File: src/rtl/uart_frame_sender.sv
// Serialises one latched cube frame as back-to-back 8N1 UART bytes, byte 0 first, LSB first.
// frame_start is honoured only while idle; the frame is captured whole on acceptance.
module uart_frame_sender #(
  parameter int CLK_FREQ    = 100_000_000,
  parameter int BAUD        = 115200,
  parameter int FRAME_BYTES = 64
) (
  input  logic                     clk,
  input  logic                     rst_n,
  input  logic [8*FRAME_BYTES-1:0] frame_cube_flat,
  input  logic                     frame_start,
  output logic                     tx,
  output logic                     busy,
  output logic                     frame_done
);

  localparam int CLKS_PER_BIT = CLK_FREQ / BAUD;
  localparam int CNT_W        = (CLKS_PER_BIT > 1) ? $clog2(CLKS_PER_BIT) : 1;
  localparam int IDX_W        = (FRAME_BYTES > 1) ? $clog2(FRAME_BYTES) : 1;
  localparam logic [CNT_W-1:0] BAUD_LAST = CNT_W'(CLKS_PER_BIT - 1);
  localparam logic [IDX_W-1:0] IDX_LAST  = IDX_W'(FRAME_BYTES - 1);

  generate
    if (CLKS_PER_BIT < 2) begin : g_bad_baud
      $error("uart_frame_sender: CLK_FREQ/BAUD must be at least 2");
    end
    if (FRAME_BYTES < 1) begin : g_bad_frame
      $error("uart_frame_sender: FRAME_BYTES must be at least 1");
    end
  endgenerate

  typedef enum logic [1:0] {
    S_IDLE,
    S_START,
    S_DATA,
    S_STOP
  } state_t;

  state_t                   state_q, state_d;
  logic [CNT_W-1:0]         baud_q, baud_d;
  logic [2:0]               bit_q, bit_d;
  logic [IDX_W-1:0]         idx_q, idx_d;
  logic                     tx_q, tx_d;
  logic                     busy_q, busy_d;
  logic                     done_q, done_d;
  logic                     load;
  logic                     wrap;
  logic [IDX_W+2:0]         sel_d;
  logic [8*FRAME_BYTES-1:0] buf_q;

  assign wrap  = (baud_q == BAUD_LAST);
  assign sel_d = {idx_d, bit_d};

  always_comb begin
    state_d = state_q;
    baud_d  = baud_q;
    bit_d   = bit_q;
    idx_d   = idx_q;
    busy_d  = busy_q;
    done_d  = 1'b0;
    load    = 1'b0;
    tx_d    = 1'b1;

    case (state_q)
      S_IDLE: begin
        if (frame_start) begin
          load    = 1'b1;
          state_d = S_START;
          baud_d  = '0;
          bit_d   = '0;
          idx_d   = '0;
          busy_d  = 1'b1;
        end
      end
      S_START: begin
        if (wrap) begin
          baud_d  = '0;
          bit_d   = '0;
          state_d = S_DATA;
        end else begin
          baud_d  = baud_q + CNT_W'(1);
        end
      end
      S_DATA: begin
        if (wrap) begin
          baud_d = '0;
          if (bit_q == 3'd7) state_d = S_STOP;
          else               bit_d   = bit_q + 3'd1;
        end else begin
          baud_d = baud_q + CNT_W'(1);
        end
      end
      S_STOP: begin
        if (wrap) begin
          baud_d = '0;
          if (idx_q < IDX_LAST) begin
            idx_d   = idx_q + IDX_W'(1);
            state_d = S_START;
          end else begin
            state_d = S_IDLE;
            busy_d  = 1'b0;
            done_d  = 1'b1;
          end
        end else begin
          baud_d = baud_q + CNT_W'(1);
        end
      end
      default: state_d = S_IDLE;
    endcase

    // tx is registered, so it is derived from the state being entered.
    case (state_d)
      S_START: tx_d = 1'b0;
      S_DATA:  tx_d = buf_q[sel_d];
      default: tx_d = 1'b1;
    endcase
  end

  always_ff @(posedge clk or negedge rst_n) begin
    if (!rst_n) begin
      state_q <= S_IDLE;
      baud_q  <= '0;
      bit_q   <= '0;
      idx_q   <= '0;
      tx_q    <= 1'b1;
      busy_q  <= 1'b0;
      done_q  <= 1'b0;
    end else begin
      state_q <= state_d;
      baud_q  <= baud_d;
      bit_q   <= bit_d;
      idx_q   <= idx_d;
      tx_q    <= tx_d;
      busy_q  <= busy_d;
      done_q  <= done_d;
    end
  end

  always_ff @(posedge clk) begin
    if (load) buf_q <= frame_cube_flat;
  end

  assign tx         = tx_q;
  assign busy       = busy_q;
  assign frame_done = done_q;

endmodule

File: config.mk
export PLATFORM = sky130hd
export DESIGN_NAME = uart_frame_sender
export DESIGN_NICKNAME = d
export VERILOG_FILES = /design/src/rtl/uart_frame_sender.sv
export SDC_FILE = /design/constraint.sdc
export NUM_CORES = 1
export LEC_CHECK = 0
export ABC_AREA = 0
export ABC_CLOCK_PERIOD_IN_PS = 19500
export CORE_MARGIN = 8
export CORE_UTILIZATION = 40
export CTS_CLUSTER_DIAMETER = 50
export DETAILED_ROUTE_END_ITERATION = 6
export GPL_TIMING_DRIVEN = 0
export PLACE_DENSITY = 0.7
export SLEW_MARGIN = 20
export SYNTH_ARGS = -nofsm -noshare
export SYNTH_HDL_FRONTEND = slang
export SYNTH_SLANG_ARGS = --single-unit
File: constraint.sdc
create_clock -name clk -period 19.5 [get_ports clk]
set_input_delay 1.95 -clock clk [delete_from_list [all_inputs] [get_ports clk]]
set_output_delay 1.95 -clock clk [all_outputs]
set_load 0.02 [all_outputs]
==> results.md <==
- Clk_skew: 22.7 ps
- Fmax: 158 MHz
- Routed wire length: 89.9 mm
- Resized cells post-CTS: 0
- Pin count of the biggest net entering global routing: 63
- Worst Reg2Reg Path Length in Cells: 15
- Ys Warns: 0
- Final Hold Vio Count: 0
- Unrepaired setup endpoints after global routing: false
- Synth area leaders: edfxtp_1, nand2_1, dfrtp_1, mux2i_1, nand3_1
- Worst-Margin Slew: 1240 ps
- Fin crit share: 32.4%
- Yosys cell types: 76
- Syn Area/Cell: 14.0 um^2
- H-Tree Depth: 3
- DR vias/cell: 5.76
- DR iter-0 viols: 1934
- Worst Hold Depth: 1
- CP required: 20020 ps
- Length of the first detailed-routing pass in iterations: 6
- DR top layer: met5
- Worst Path Arrival: 6830 ps
- Critical path startpoint category: input port
- Post-synth EDFFs: 512
- #FFs+latches synth: 536
- Die Height: 250 um
- Rel. slew slack: 17.4%
- Synth Flop Type: edfxtp_1
- First-pass GRT wire length: 123 mm
- Max Cap Viol: 0
- Status: finished clean
- Met2 WL post-DR: 43.2 mm
- Detail Route met3 WL: 8.72 mm
- Power Density: 85.4 mW/mm^2
- Min Tclk post-route: 6310 ps
- Maximum clock path buffer count: 3
- Die footprint: 0.0627 mm^2
- Hold-fix buffers, CTS: 0
- CTS tree: built
- Initial cell density of the core: 40.2%
- Hpwl dp: 66.5 mm
- FF-to-FF setup slack: 14330 ps
- Drt wl/cell: 30.6 um
- DRC viols: 0
- Nets: 2690
- Worst setup path class: in -> reg
- Proportion of layout cells with a drive suffix above 1: 9.02%
- Cell Area, Synth: 0.0220 mm^2
- Min-Delay Path Class: reg -> reg
- Leading area contributor after synthesis: edfxtp_1
- Vias: 16941
- Sequential fraction of the synthesis area: 72.7%
- Tot GR Track Use: 27.6%
- CTS Buf Count: 66
- DRT met1 WL: 33.7 mm
- Peak VDD IR: 0.0000581 V
- Top cell type's share of synthesized area: 70.0%
- Leak pwr: 10.8 nW
- Syn_nets: 2095
- Ys async rst share: 4.48%
- Initial antenna violation count: 30
- Final Util: 55.8%
- Post-Synthesis Cells: 1573
- Core area: 0.0547 mm^2
- Clk Tree Root Cell: clkbuf_16
- PortBufs: 517
- Critical path endpoint category: register
- Post-route antenna net violation count: 0
- Fin. max-slew vios: 0
- Rows: 86
- CTS clk-pin slew, worst paths: 60 ps
- Post-CTS repair timing setup buffer count: 0
- Setup TNS: 0 ps
- Die width: 250 um
- TritonCTS Sinks: 536
- P&R area growth vs syn: 38.7%
- Worst-Skew Late Latency: 600 ps
- Final setup viols: 0
- Boundary Pins: 518
- Total global routing overflow: 0
- Gpl congestion: 0.908
- Vias in the first global route: 17303
- Total power: 2.60 mW
- Crit Path Max Fanout: 10
- Hold Worst Slack: 520 ps
==> synth_stat cells (3+ instances only) <==
| master | number |
|---|---|
| a211oi_1 | 57 |
| a21o_1 | 3 |
| a21oi_1 | 38 |
| a22o_1 | 7 |
| a22oi_1 | 7 |
| a311oi_1 | 19 |
| a31oi_1 | 40 |
| a41oi_1 | 3 |
| and2_1 | 3 |
| and3_1 | 59 |
| buf_1 | 6 |
| buf_2 | 30 |
| buf_4 | 10 |
| buf_6 | 12 |
| buf_8 | 3 |
| clkbuf_1 | 32 |
| dfrtp_1 | 23 |
| edfxtp_1 | 512 |
| ha_1 | 7 |
| inv_1 | 12 |
| inv_2 | 3 |
| mux2i_1 | 55 |
| mux4_2 | 4 |
| nand2_1 | 342 |
| nand2_2 | 4 |
| nand3_1 | 87 |
| nand4_1 | 19 |
| nor2_1 | 23 |
| nor3_1 | 11 |
| nor4_1 | 9 |
| o2111ai_1 | 3 |
| o211ai_1 | 9 |
| o21ai_0 | 37 |
| o21ai_1 | 3 |
| o221ai_1 | 5 |
| o22ai_1 | 15 |
| o31ai_1 | 8 |
==> final cells by class <==
| class | instances | area, um^2 |
|---|---|---|
| Antenna cell | 20 | 50.0 |
| Buffer | 94 | 571 |
| Clock buffer | 74 | 1700 |
| Clock inverter | 44 | 457 |
| Fill cell | 4435 | 24200 |
| Inverter | 15 | 56.3 |
| Multi-Input combinational cell | 928 | 5370 |
| Sequential cell | 536 | 16000 |
| Tap cell | 704 | 881 |
| Timing Repair Buffer | 527 | 5420 |
==> worst max-delay path, cell delays in order <==
cell and delay [ps]:
clkdlybuf4s50_1 530, nor2b_1 190, clkbuf_1 450, o21ai_0 140, o221a_1 140, buf_4 200, nor3_4 460, nand2_1 370
o22ai_1 680, a22oi_1 200, o2111a_1 210, nor4b_1 880, o31ai_1 170, a32oi_1 270
==> flip-flops by register name, summed over array words and instances (netlist names) <==
register and cells:
baud_q 10, idx_q 6, state_q 2, buf_q 512
tx 1, frame_done 1, bit_q 3, busy 1
==> metal layers <==
metal / vias up / GRT usage (%)
met3: 233 / 7.05
met1: 8285 / 33.5
met5: - / 0
met4: 14 / 14.0
li1: 7264 / -
met2: 1145 / 45.2
==> layout by cell type (no fill, tap or decap), types with 9 or more instances in the layout <==
master	count
clkinv_2	10
clkinv_1	9
a21oi_1	38
nand4_1	19
nor3_1	11
nand3_1	87
buf_2	32
edfxtp_1	512
diode_2	20
buf_6	12
buf_4	10
nor4_1	9
inv_1	12
o22ai_1	15
mux2i_1	55
clkbuf_1	38
nor2_1	23
and3_1	59
a211oi_1	57
a31oi_1	40
o211ai_1	9
nand2_1	342
a311oi_1	19
dfrtp_1	23
clkbuf_16	67
o21ai_0	37
clkdlybuf4s50_1	516
==> final timing paths <==
| check | start | to |
|---|---|---|
| worst max-delay path | frame_start | tx |
| worst min-delay path | baud_q[0] | baud_q[0] |
| worst max register to register | state_q[1] | tx |
| worst min register to register | baud_q[0] | baud_q[0] |
| max in group asynchronous | rst_n | idx_q[4] |
| min in group asynchronous | rst_n | baud_q[1] |
==> kinds of logic (layout without fill, tap and decap cells) <==
logic type               count (synthesis)  count (layout)  synth area share (%)
multiplexers                            60              60                  2.97
AND/OR/NAND/NOR                        579             579                  12.1
buffers and inverters                  109             754                  2.84
XOR/XNOR                                 1               1                0.0399
AO/OA/AOI/OAI                          281             281                  8.94
adder cells (fa/ha/maj)                  7               7                 0.399
other                                    0              20                     0
flip-flops                             536             536                  72.7
==> stage by stage <==
stage / instance area [um^2] / cells / setup slack, ps
6_report: 30500 / 2942 / 13190
5_1_grt: 30500 / 2941 / 13140
4_1_cts: 30400 / 2922 / 13280
3_5_place_dp: 28300 / 2804 / 12650
3_3_place_gp: 28000 / 2794 / 437
2_1_floorplan: 22000 / 1573 / 5120
==> power breakdown <==
group	switching [mW]	total (mW)	internal [mW]
sequential	0	1.26	1.26
clock	0.510	1.23	0.720
combinational	0.0222	0.112	0.0893
Power figures use the tool's default switching activity.
